===== config.mk =====
export PLATFORM = sky130hd
export DESIGN_NAME = seq_addsub
export DESIGN_NICKNAME = d
export VERILOG_FILES = /design/src/rtl/seq_addsub.sv
export SDC_FILE = /design/constraint.sdc
export NUM_CORES = 1
export LEC_CHECK = 0
export CORE_UTILIZATION = 47
export DETAILED_ROUTE_END_ITERATION = 10
export GPL_ROUTABILITY_DRIVEN = 0
export PLACE_DENSITY = 0.72
export SYNTH_ARGS = -nofsm -noshare
export SYNTH_HDL_FRONTEND = slang
export SYNTH_SLANG_ARGS = --single-unit

===== constraint.sdc =====
create_clock -name clk -period 2.7 [get_ports clk]
set_clock_uncertainty 0.05 [all_clocks]
set_input_delay 0.54 -clock clk [delete_from_list [all_inputs] [get_ports clk]]
set_output_delay 0.54 -clock clk [all_outputs]
set_load 0.02 [all_outputs]

===== src/rtl/seq_addsub.sv =====
// seq_addsub: digit-serial add / sub / |a-b| unit for unsigned operands.
// One DIGIT_BITS slice per cycle, LSD first; a-b and b-a borrow chains run together.
module seq_addsub #(
    parameter int N_BITS     = 16,
    parameter int DIGIT_BITS = 4
) (
    input  logic              clk,
    input  logic              rst_n,
    input  logic              in_valid,
    output logic              in_ready,
    input  logic [N_BITS-1:0] a,
    input  logic [N_BITS-1:0] b,
    input  logic [1:0]        op,
    output logic              out_valid,
    input  logic              out_ready,
    output logic [N_BITS:0]   result,
    output logic              neg
);
    localparam int DW         = (DIGIT_BITS > 0) ? DIGIT_BITS : 1;
    localparam int DW1        = DW + 1;
    localparam int NUM_DIGITS = N_BITS / DW;
    localparam int CW         = (NUM_DIGITS > 1) ? $clog2(NUM_DIGITS) : 1;

    if (DIGIT_BITS <= 0 || (N_BITS % DW) != 0) begin : g_bad_cfg
        $error("seq_addsub: DIGIT_BITS must be nonzero and divide N_BITS");
    end

    typedef enum logic [1:0] {
        S_IDLE,
        S_RUN,
        S_DONE
    } state_t;

    state_t state, state_nx;

    logic [N_BITS-1:0] ra, rb;
    logic [1:0]        rop;
    logic [CW-1:0]     cnt;
    logic              cy, bab, bba;
    logic [N_BITS-1:0] sum_sh, dab_sh, dba_sh;

    logic [DW-1:0]     da, db;
    logic [DW:0]       s_d, ab_d, ba_d;
    logic [N_BITS-1:0] sum_nx, dab_nx, dba_nx;
    logic              last;
    logic [N_BITS:0]   res_nx;
    logic              neg_nx;

    // State register
    always_ff @(posedge clk or negedge rst_n) begin
        if (!rst_n) state <= S_IDLE;
        else        state <= state_nx;
    end

    // Next-state logic
    always_comb begin
        state_nx = state;
        unique case (state)
            S_IDLE:  if (in_valid)  state_nx = S_RUN;
            S_RUN:   if (last)      state_nx = S_DONE;
            S_DONE:  if (out_ready) state_nx = S_IDLE;
            default:                state_nx = S_IDLE;
        endcase
    end

    // Handshake outputs decode from the state register only
    always_comb begin
        in_ready  = (state == S_IDLE);
        out_valid = (state == S_DONE);
    end

    // One digit of the sum and both differences, merged into the shift registers
    always_comb begin
        da     = ra[DW-1:0];
        db     = rb[DW-1:0];
        s_d    = {1'b0, da} + {1'b0, db} + DW1'(cy);
        ab_d   = {1'b0, da} - {1'b0, db} - DW1'(bab);
        ba_d   = {1'b0, db} - {1'b0, da} - DW1'(bba);
        sum_nx = (sum_sh >> DIGIT_BITS)
               | (N_BITS'(s_d[DW-1:0]) << (N_BITS - DIGIT_BITS));
        dab_nx = (dab_sh >> DIGIT_BITS)
               | (N_BITS'(ab_d[DW-1:0]) << (N_BITS - DIGIT_BITS));
        dba_nx = (dba_sh >> DIGIT_BITS)
               | (N_BITS'(ba_d[DW-1:0]) << (N_BITS - DIGIT_BITS));
        last   = (cnt == CW'(NUM_DIGITS - 1));
    end

    // Final result select; the a-b borrow out picks the b-a chain for ABSDIFF
    always_comb begin
        res_nx = {s_d[DW], sum_nx};
        neg_nx = 1'b0;
        unique case (rop)
            2'b00: begin
                res_nx = {s_d[DW], sum_nx};
                neg_nx = 1'b0;
            end
            2'b10: begin
                res_nx = ab_d[DW] ? {1'b0, dba_nx} : {1'b0, dab_nx};
                neg_nx = ab_d[DW];
            end
            default: begin
                res_nx = {ab_d[DW], dab_nx};
                neg_nx = ab_d[DW];
            end
        endcase
    end

    // Operand capture, digit stepping and result latch
    always_ff @(posedge clk or negedge rst_n) begin
        if (!rst_n) begin
            ra     <= '0;
            rb     <= '0;
            rop    <= '0;
            cnt    <= '0;
            cy     <= 1'b0;
            bab    <= 1'b0;
            bba    <= 1'b0;
            sum_sh <= '0;
            dab_sh <= '0;
            dba_sh <= '0;
            result <= '0;
            neg    <= 1'b0;
        end else if (state == S_IDLE) begin
            if (in_valid) begin
                ra  <= a;
                rb  <= b;
                rop <= op;
                cnt <= '0;
                cy  <= 1'b0;
                bab <= 1'b0;
                bba <= 1'b0;
            end
        end else if (state == S_RUN) begin
            ra     <= ra >> DIGIT_BITS;
            rb     <= rb >> DIGIT_BITS;
            cy     <= s_d[DW];
            bab    <= ab_d[DW];
            bba    <= ba_d[DW];
            sum_sh <= sum_nx;
            dab_sh <= dab_nx;
            dba_sh <= dba_nx;
            cnt    <= cnt + CW'(1);
            if (last) begin
                result <= res_nx;
                neg    <= neg_nx;
            end
        end
    end

endmodule


Word level (Yosys, flattened, before mapping)
Index checks and enable logic that the tools add are counted.
- bits in registers: 107
- output and inout port bits: 20
- $add $sub $neg: 7
- equal/unequal tests: 7
- multiplexer cells: 23
- bitwise gates (word level): 4
- reduce and logical (&&, ||, !) cells: 8
- operator list (kind ; number):
    $mux W16 ; 7
    $or A12 B16 Y16 ; 3
    $pmux W17 S2 ; 1
    $mux W2 ; 6
    $sub A4 B4 Y5 ; 2
    $sub A5 B1 Y5 ; 2
    $mux W1 ; 8
    $eq A2 B2 Y1 const B ; 3
    $pmux W2 S3 ; 1
    $reduce_and A2 Y1 ; 3
    $reduce_and A3 Y1 ; 2
    $add A4 B4 Y5 ; 1
    $add A5 B1 Y5 ; 1
    $logic_not A2 Y1 ; 2
    $ne A2 B2 Y1 const B ; 2
    $add A2 B1 Y2 const B ; 1
    $eq A2 B1 Y1 const B ; 1
    $ne A2 B1 Y1 const B ; 1
    $reduce_bool A2 Y1 ; 1
    $not A1 Y1 ; 1

Logic depth before layout (Yosys ltp)
Gate-level depths: netlist (run 1).
- depth after elaboration: 5
- gate-level depth with buffers: 10

Least setup slack after synthesis (run 1)
OpenSTA, ideal clock, no wires.
- kind: register to register
- start: register rb[0]
- end: register result[4]
- library setup time: 0.121 ns
- arrival time: 2.369 ns
- slack: 0.159 ns
- cell stages (with the launch flop): 10
- buffers on the path: 1
- cells stage by stage: dfrtp_1 -> inv_1 -> fa_1 -> fa_1 -> nand2b_4 -> a211o_1 -> buf_2 -> nand3_1 -> a21oi_1 -> o22a_1
- longest elaborated chain between the ends: 4
- RTL lines (element ; RTL line ; text):
    from (decl) ; 36 ; logic [N_BITS-1:0] ra, rb;
    from (signal assigned) ; 135 ; rb <= rb >> DIGIT_BITS;
    $sub A4 B4 Y5 ; 77 ; ab_d = {1'b0, da} - {1'b0, db} - DW1'(bab);
    $sub A5 B1 Y5 ; 77 ;
    $mux W16 ; 98 ; res_nx = ab_d[DW] ? {1'b0, dba_nx} : {1'b0, dab_nx};
    $pmux W17 S2 ; 92 ; unique case (rop)
    to (signal assigned) ; 144 ; result <= res_nx;
    to (decl) ; 16 ; output logic [N_BITS:0] result,
No other way between the ends.
A chain may end at the register's enable or synchronous reset.

Worst setup path after layout (run 1)
- start: register ra[0]
- end: register result[14]
- longest elaborated chain between the ends: 5
- elaborated cells between the ends (all ways): 11
- those cells by class: add/sub (6); mux (2); bitwise (3)
- RTL lines (element ; RTL line ; text):
    from (decl) ; 36 ;
    from (signal assigned) ; 134 ; ra <= ra >> DIGIT_BITS;
    $sub A4 B4 Y5 (on tied branches) ; 77, 78 ;
    $sub A5 B1 Y5 (on tied branches) ; 77, 78 ;
    $or A12 B16 Y16 (on tied branches) ; 82, 84 ;
    $mux W16 ; 98 ;
    $pmux W17 S2 (*) ; 92 ;
Every way passes the cells marked *; elsewhere a longest branch is shown, timed or not.

==> summary.md, run 1 <==
| Metric | Value |
|---|---|
| Register area share after synthesis | 48.4% |
| Distinct cells, synth | 44 |
| Grt total ovfl | 0 |
| FF-to-FF setup slack | between 0.15 and 0.2 ns |
| Data required, critical path | 2.95 ns |
| Final setup vio count | 0 |
| Minimum clock period | 2.53 ns |
| Crit. End Element | flop |
| Core ar. | 9950 µm² |
| Port bufs | 57 |
| CTS tree | built |
| Least-Margin Pin Slew | 0.824 ns |
| Post-Route WL | approximately 12000 µm |
| Startpoint types | flop |
| Clk sinks | 95 |
| Max-cap violations | 0 |
| Initial antenna violation count | 0 |
| Status | completed |
| Syn nets | between 500 and 600 |
| IO Pins | 58 |
| Initial Util | 49.4% |
| Cell Area, Synth | 4910 µm² |
| Rel. slew slack | 45.1% |
| Synthesized instance count | 526 |
| Fin. Hold Viols | 0 |
| Share of layout cells above drive strength 1 | 7.86% |
| Register bit total from synthesis | 95 |
| Critical path type | reg2reg |
| Crit path launch | ra[0]$_DFFE_PN0P_ |
| Main flop type after synthesis | dfrtp_1 |
| Avg Cell Area, Syn | 9.34 µm² |
| Via count | 3943 |
| Antenna diodes | 0 |
| DR WL/cell | 16.1 µm |
| Hold slack | just under 0.09 ns |
| Setup total negative slack | 0 ns |
| Worst-Skew Late Latency | 0.37 ns |
| Synth warn | 0 |
| Iter 0 DRT Violations | ~280 |
| First-pass iteration count of the detailed router | 7 |
| Power per cell area | between 1500 and 2000 nW/µm² |
| Vias/cell | 5.49 |
| Post-cts hold buffer count | 0 |
| Max-slew violations | 0 |
| H-tree Lvls | 3 |
| Die ar. | about 11000 µm² |
| Arr. time, crit path | 2.78 ns |
| RR Endpoint | result[14]$_DFFE_PN0P_ |
| Tot GR Track Use | 22.9% |
| Number of global-route vias before repair | ~3900 |
| First-pass GRT wire length | 19500 µm |
| Crit path max fanout | 4 |
| Area grow syn2layout | 19.2% |
| LEAKAGE | 2.66 nW |
| Hold/Removal Path Class | in2async |
| Root Buffer | clkbuf_8 |
| Nets | 640 |
| FFs w/ async S/R, synth | 100% |
| Post-route DRC | 0 |
| Maximum vdd drop | 0.000627 V |
| Clk slew on worst S/H paths | 0.09 ns |
| RSZ-0062 raised after global routing | false |
| Post-synth EDFFs | 0 |
| Max Fclk | 395 MHz |
| Largest buffer count on any clock path | 2 |
| # rows | 36 |
| Dpl hpwl | around 8000 µm |
| Die Ht | roughly 100 µm |
| CTS Buf Count | 9 |
| Largest net degree at the start of global routing | 50 |
| Launching point of the worst reg2reg path | ra[0]$_DFFE_PN0P_ |
| Final Cycle Share | a little over nine tenths |
| Worst r2r path cells | 9 |
| Number of fill cells | 865 |
| Final ANT Viol Nets | 0 |
| Chip Width | 104 µm |
==> registers in the layout, summed over array words and instances (netlist names) <==
signal / count
bab: 1
bba: 1
cnt: 2
cy: 1
dab_sh: 12
dba_sh: 12
neg: 1
ra: 16
rb: 16
result: 17
rop: 2
state: 2
sum_sh: 12
==> synthesized netlist by cell type (2+ instances only) <==
master,number,area share [%]
fa_1,6,2.4
nand2b_1,4,0.51
and2_1,3,0.38
xnor2_1,7,1.2
a221o_1,14,2.9
nor3b_1,2,0.31
buf_2,8,0.81
o22a_1,13,2.3
a31oi_1,3,0.38
inv_1,19,1.5
nand2_1,140,11
o21ai_0,55,5.6
buf_6,2,0.46
o31ai_1,2,0.31
a21oi_1,19,1.9
nand3_1,24,2.4
buf_4,2,0.31
nor2b_1,5,0.64
o21ai_1,7,0.71
nor3_1,2,0.20
mux2i_1,24,4.9
clkbuf_1,21,1.6
nor2_1,14,1.1
dfrtp_1,95,48
ha_1,16,4.1
==> routing by layer <==
metal | wire (µm) | GRT usage (%)
met2 | 5650 | 36.9
met5 | 0 | 0
met4 | 127 | 6.02
met3 | 713 | 6.45
met1 | 5070 | 30.4
==> stage by stage <==
stage                     instances  utilization, %  worst slack (ns)  total power [mW]  instance area [µm²]
after CTS                       717            58.7            0.0573              8.89                 5840
after global routing            718            58.8            0.0201              9.65                 5860
after detailed placement        701            56.7            0.0986              7.90                 5640
final                           718            58.8             0.168              8.89                 5860
after global placement          701            56.7             0.143              7.71                 5640
after floorplan                 526               -             0.159              6.28                 4910
==> report_power, final <==
group,leakage (nW),total [mW],internal (mW),switching (mW)
registers,1.18,2.62,2.12,0.495
clock network,0.0932,0.957,0.458,0.499
logic,1.39,5.31,2.19,3.12
total,2.66,8.89,4.77,4.11
==> cell usage in the layout (no fill, tap or decap), types with 2 or more instances in the layout <==
cell type / instances
a31oi_1: 3
nand2_1: 140
xnor2_1: 7
inv_1: 19
mux2i_1: 24
fa_2: 2
nor2_1: 13
and2_1: 3
o31ai_1: 2
a21oi_1: 19
fa_1: 4
dfrtp_1: 95
nor3b_1: 2
clkbuf_1: 2
buf_4: 19
o21ai_1: 8
o22a_1: 13
nand2b_1: 3
nand3_1: 24
o21ai_0: 54
clkdlybuf4s50_1: 56
clkbuf_8: 10
nor3_1: 2
nor2b_1: 5
clkinvlp_4: 2
ha_1: 16
a221o_1: 14
==> critical path: stages, from the launching register on <==
cell,delay [ns]
dfrtp_1,0.41
inv_1,0.11
fa_1,0.57
ha_1,0.17
nor2_1,0.06
fa_2,0.39
a21oi_1,0.15
a211oi_1,0.06
a221o_1,0.36
a21oi_1,0.12
==> how the worst max path moves through the flow <==
stage	slack, ns	cells after the start	endpoint
final	0.17	9	result[14]$_DFFE_PN0P_
after global routing	0.02	9	result[13]$_DFFE_PN0P_
after CTS	0.06	9	result[1]$_DFFE_PN0P_
after detailed placement	0.1	9	result[1]$_DFFE_PN0P_
after global placement	0.14	9	result[14]$_DFFE_PN0P_
after floorplan	0.16	9	result[4]$_DFFE_PN0P_
==> layout make-up <==
class / instances / area, µm² / share of cell area, %
sequential: 95 / 2380 / 40.6
tap: 133 / 166 / 2.84
timing repair buffer: 76 / 723 / 12.4
inverter: 19 / 71.3 / 1.22
clock inverter: 4 / 53.8 / 0.919
clock buffer: 12 / 145 / 2.48
multi-input combinational: 379 / 2320 / 39.6
==> logic make-up after synthesis <==
kind of cell,count (synthesis),synth area share [%]
simple gates,200,17.5
compound gates,125,16.7
flops,95,48.4
buf+inv,52,4.63
mux,24,4.89
fa+ha+maj,22,6.52
xor+xnor,8,1.43
==> repair_timing <==
action / in CTS / in global routing
buffers inserted: 0 / 1
gates resized for setup: 0 / 3
hold endpoints to repair: 0 / 0
setup endpoints to repair: 0 / 17
(Power assumes the default switching activity.)
==> run 2: changes to the inputs <==
- CTS_CLUSTER_SIZE: not set -> 28
- DONT_BUFFER_PORTS: not set -> 1
- PLACE_DENSITY: 0.72 -> not set
==> summary.md, run 2 (synthesized netlist as in run 1, its figures left out) <==
| Metric | Value |
|---|---|
| Status | finished with violations |
| Failing checks | hold timing |
| Chip Width | 104 µm (unchanged) |
| Port bufs | 0 (-100%) |
| Initial antenna violation count | 0 (unchanged) |
| Data required, critical path | 2.92 ns (-0.03 ns) |
| Cell breakdown of the critical path | inv_1, fa_2, fa_1, nand2b_4, a211o_1, buf_4, nand3_1, a21oi_1, o22a_1 |
| Most frequent cells in the layout | 140 x nand2_1, 95 x dfrtp_1, 55 x o21ai_0, 24 x nand3_1, 24 x mux2i_1 |
| Rel. slew slack | 48.8% (+3.7 points) |
| Number of global-route vias before repair | 3670 (-6.0%) |
| Largest net degree at the start of global routing | 96 (+92%) |
| Max reg flops | 17 (unchanged) |
| Max-cap violations | 0 (unchanged) |
| First-pass iteration count of the detailed router | 4 (-3) |
| Crit path max-delay family | adder cells |
| Root Buffer | clkbuf_8 |
| Die Ht | 104 µm (unchanged) |
| Die ar. | 10900 µm² (unchanged) |
| Max-slew violations | 0 (unchanged) |
| Largest regs | result x17, ra x16, rb x16 |
| Slowest CP cell | dfrtp_1 |
| Share of layout cells above drive strength 1 | 8.92% (+1.1 points) |
| Area grow syn2layout | 8.33% |
| Worst-Skew Late Latency | 0.37 ns (about the same) |
| Crit. End Element | flop |
| Via count | 3722 (-5.6%) |
| Hold slack | -0.208 ns (-0.295 ns) |
| Setup total negative slack | 0 ns (unchanged) |
| Number of fill cells | 932 (+7.7%) |
| Startpoint types | flop |
| Max Fclk | 390 MHz (-1.2%) |
| CTS Buf Count | 9 (unchanged) |
| Hold/Removal Path Class | in2async |
| Grt total ovfl | 0 (unchanged) |
| Post-Route WL | 11500 µm (-0.26%) |
| Buffer and inverter count on the worst path | 2 (+1) |
| First-pass GRT wire length | 19000 µm (-2.4%) |
| Vias/cell | 5.64 (+2.7%) |
| CTS tree | built |
| Dpl hpwl | 7700 µm (-3.5%) |
| Clk sinks | 95 (unchanged) |
| Final ANT Viol Nets | 0 (unchanged) |
| Fin. Hold Viols | 95 (+95) |
| Tot GR Track Use | 22.6% (-0.32 points) |
| Final Cycle Share | 94.9% (+1.1 points) |
| Post-route DRC | 0 (unchanged) |
| Arr. time, crit path | 2.78 ns (about the same) |
| IO Pins | 58 (unchanged) |
| Largest stage delay on the critical path | 0.40 ns (-0.17 ns) |
| Most common cell after layout, fill and taps aside | nand2_1 |
| Setup bufs post-CTS | 0 (unchanged) |
| Largest Register | result |
| Core ar. | 9950 µm² (unchanged) |
| DR WL/cell | 17.5 µm (+8.5%) |
| Largest buffer count on any clock path | 2 (unchanged) |
| H-tree Lvls | 3 (unchanged) |
| Crit path max fanout | 14 (+10) |
| Nets | 582 (-9.1%) |
| RSZ-0062 raised after global routing | false |
| Final setup vio count | 0 (unchanged) |
| Least-Margin Pin Slew | 0.766 ns (-0.0580 ns) |
| Critical path type | reg2reg |
| Minimum clock period | 2.56 ns (+0.0299 ns) |
| # rows | 36 (unchanged) |
| Iter 0 DRT Violations | 184 (-35%) |
| Antenna diodes | 0 (unchanged) |
| Initial Util | 49.4% (unchanged) |
| Clk slew on worst S/H paths | 0.10 ns (about the same) |
[run 2: layout make-up]
type / instances / area (µm²) / area share [%]
clock buffers: 10 / 128 / 2.40
clock inverters: 6 / 91.3 / 1.72
inverters: 19 / 71.3 / 1.34
multi-input cells: 379 / 2330 / 43.7
flip-flops and latches: 95 / 2380 / 44.7
well taps: 133 / 166 / 3.13
repair buffers: 18 / 160 / 3.01
[run 2: path summary, 6_finish.rpt]
check	start	to	slack (ns)	depth (start not counted)
max	rb[0]$_DFFE_PN0P_	result[6]$_DFFE_PN0P_	0.14	9
min	rst_n	sum_sh[5]$_DFFE_PN0P_	-0.21	0
max reg2reg	rb[0]$_DFFE_PN0P_	result[6]$_DFFE_PN0P_	0.14	9
min reg2reg	ra[9]$_DFFE_PN0P_	ra[9]$_DFFE_PN0P_	0.44	2
max in group asynchronous	rst_n	ra[2]$_DFFE_PN0P_	2.66	0
min in group clk	a[12]	ra[12]$_DFFE_PN0P_	0.22	2
[run 2: layer usage]
metal / global-route usage (%) / wire, µm / vias to the layer above
li1: - / - / 1786
met1: 29.0 / 5150 / 1816
met2: 36.5 / 5460 / 104
met3: 6.33 / 739 / 16
met4: 8.16 / 182 / 0
met5: 0 / 0 / -
[run 2: what timing repair did]
item | CTS | global route
endpoints found under the setup margin | 0 | 3
gates resized for setup | 0 | 4
endpoints found under the hold margin | 95 | 95
[run 2: stage by stage]
stage	instance area, µm²	std cells	hold slack, ns	worst slack [ns]	utilization, %
6_report	5320	660	-0.208	0.138	53.5
3_3_place_gp	5090	644	0.197	0.154	51.1
3_5_place_dp	5090	644	0.197	0.111	51.1
4_1_cts	5310	660	-0.215	0.0945	53.3
5_1_grt	5320	660	-0.230	0.0368	53.5
2_1_floorplan	4910	526	0.194	0.159	-
[run 2: worst reg2reg max path, stage by stage, from the launching register on]
cell	delay, ns
dfrtp_1	0.40
inv_1	0.10
fa_2	0.38
fa_1	0.40
nand2b_4	0.19
a211o_1	0.34
buf_4	0.21
nand3_1	0.11
a21oi_1	0.07
o22a_1	0.22
Power of run 2 is not shown: default switching activity piles up to over one toggle a cycle in this logic, so the estimate is an artifact.
==> run 3: changes to the inputs <==
- CTS_BUF_LIST: not set -> sky130_fd_sc_hd__clkbuf_4
- clock period: 2.7 -> 2.3 ns (I/O delays scaled with it)
==> summary.md, run 3 (synthesized netlist as in run 1, its figures left out) <==
| Metric | Value |
|---|---|
| Finished Layout Cells | 674 (+2.1%) |
| Clk sinks | 95 (unchanged) |
| Core ar. | 9950 µm² (unchanged) |
| Antenna diodes | 0 (unchanged) |
| Final setup vio count | 18 (+18) |
| Post-route DRC | 0 (unchanged) |
| Worst-Skew Late Latency | 0.43 ns (+0.06 ns) |
| Grt total ovfl | 0 (unchanged) |
| IO Pins | 58 (unchanged) |
| Tot GR Track Use | 22.5% (-0.026 points) |
| Largest regs | result x17, ra x16, rb x16 |
| Buffer and inverter count on the worst path | 1 (-1) |
| Nets | 596 (+2.4%) |
| Area grow syn2layout | 11.8% |
| DR WL/cell | 17.2 µm (-1.5%) |
| Worst r2r path cells | 9 (unchanged) |
| Fin. Hold Viols | 95 (unchanged) |
| Vias/cell | 5.55 (-1.6%) |
| Dpl hpwl | 7990 µm (+3.7%) |
| Die ar. | 10900 µm² (unchanged) |
| Least-Margin Pin Slew | 0.645 ns (-0.121 ns) |
| Final ANT Viol Nets | 0 (unchanged) |
| Root Buffer | clkbuf_4 |
| Initial antenna violation count | 0 (unchanged) |
| Clk slew on worst S/H paths | 0.16 ns (+0.06 ns) |
| DP Worst Slack | -0.162 ns (-0.273 ns) |
| Hold slack | -0.365 ns (-0.157 ns) |
| Startpoint types | flop |
| # rows | 36 (unchanged) |
| Largest stage delay on the critical path | 0.57 ns (+0.17 ns) |
| Crit path max-delay family | adder cells |
| CTS Buf Count | 9 (unchanged) |
| Number of global-route vias before repair | 3749 (+2.2%) |
| Crit path max fanout | 4 (-10) |
| Share of layout cells above drive strength 1 | 15.9% (+7.0 points) |
| Final Cycle Share | 106% (+11 points) |
| Max reg flops | 17 (unchanged) |
| H-tree Lvls | 3 (unchanged) |
| Number of fill cells | 956 (+2.6%) |
| Placed Cells | 657 (+2.0%) |
| Placed Area | 5260 µm² (+3.3%) |
| Failing checks | hold timing, setup timing |
| First-pass GRT wire length | 19300 µm (+1.5%) |
| Largest buffer count on any clock path | 2 (unchanged) |
| Chip Width | 104 µm (unchanged) |
| Register area | 2380 µm² (unchanged) |
| Hold/Removal Path Class | in2async |
| CP dominant cell by count | a21oi_2 |
| Post-Route WL | 11600 µm (+0.62%) |
| Crit. End Element | flop |
| Minimum clock period | 2.44 ns (-0.120 ns) |
| Largest Register | result |
| Design area | 5490 µm² (+3.2%) |
| Critical path depth | 9 (unchanged) |
| Data required, critical path | 2.61 ns (-0.31 ns) |
| Port bufs | 0 (unchanged) |
| Via count | 3742 (+0.54%) |
| Cell breakdown of the critical path | inv_2, fa_1, ha_2, nor2_2, fa_2, a21oi_2, a211oi_1, a221o_1, a21oi_2 |
| Most common cell after layout, fill and taps aside | nand2_1 |
| Max-slew violations | 0 (unchanged) |
| Die Ht | 104 µm (unchanged) |
| RSZ-0062 raised after global routing | true |
| Final setup margin | -0.142 ns (-0.280 ns) |
| Status | finished with violations |
| Most frequent cells in the layout | 139 x nand2_1, 95 x dfrtp_1, 46 x o21ai_0, 27 x buf_4, 24 x mux2i_1 |
| Iter 0 DRT Violations | 189 (+2.7%) |
| Footprint of the multi-input gates | 2450 µm² (+5.1%) |
| Max Fclk | 409 MHz (+4.9%) |
| First-pass iteration count of the detailed router | 5 (+1) |
| Largest net degree at the start of global routing | 96 (unchanged) |
| Max-cap violations | 0 (unchanged) |
| Initial Util | 49.4% (unchanged) |
| Critical path type | reg2reg |
| Slowest CP cell | fa_1 |
| Rel. slew slack | 56.9% (+8.1 points) |
| Arr. time, crit path | 2.76 ns (-0.02 ns) |
| CTS tree | built |
[run 3: cell count changes in the layout (fill, tap and decap cells not counted), moves of 3 or more]
cell	before	now
nand3_1	24	11
nand3_2	0	13
buf_4	16	27
clkbuf_4	0	9
clkbuf_8	9	0
o21ai_0	55	46
o21ai_1	7	16
a21oi_1	18	15
a21oi_2	1	4
[run 3: worst reg2reg max path, stage by stage, from the launching register on]
cell and delay, ns:
dfrtp_1 0.44, inv_2 0.07, fa_1 0.57, ha_2 0.19, nor2_2 0.05, fa_2 0.37
a21oi_2 0.13, a211oi_1 0.05, a221o_1 0.34, a21oi_2 0.11
[run 3: through the flow]
step | TNS (ns) | utilization [%] | hold slack, ns
after floorplan | -0.295 | - | 0.114
after global placement | -0.744 | 52.8 | 0.117
after detailed placement | -1.63 | 52.8 | 0.117
after CTS | -1.57 | 54.6 | -0.391
after global routing | -3.86 | 55.2 | -0.411
final | -2.00 | 55.2 | -0.365
[run 3: final timing paths]
path                                    from                      to  slack [ns]
setup / recovery           ra[0]$_DFFE_PN0P_  result[14]$_DFFE_PN0P_       -0.14
hold / removal                         rst_n   result[5]$_DFFE_PN0P_       -0.37
setup reg to reg           ra[0]$_DFFE_PN0P_  result[14]$_DFFE_PN0P_       -0.14
hold reg to reg            ra[4]$_DFFE_PN0P_       ra[4]$_DFFE_PN0P_        0.45
max in group asynchronous              rst_n  result[14]$_DFFE_PN0P_        2.39
min in group clk                       b[13]      rb[13]$_DFFE_PN0P_        0.07
[run 3: cell type report]
class                           count  area share (%)
Multi-Input combinational cell    379            44.5
Clock inverter                      7            1.25
Timing Repair Buffer               32            5.35
Sequential cell                    95            43.3
Inverter                           19            1.30
Clock buffer                        9            1.23
Tap cell                          133            3.03
[run 3: timing repair]
item	CTS	global route
endpoints found under the setup margin	19	22
setup buffers	1	1
hold endpoints to repair	95	95
gates resized for setup	9	22
pin swaps	5	9
[run 3: layer usage]
layer | track usage, % | vias up | share of wire, %
met5 | 0 | - | 0
met4 | 5.82 | 0 | 1.0
met3 | 5.01 | 10 | 5.9
met2 | 36.0 | 95 | 46
met1 | 31.1 | 1830 | 47
li1 | - | 1807 | -
Power of run 3 is left out for the same reason.
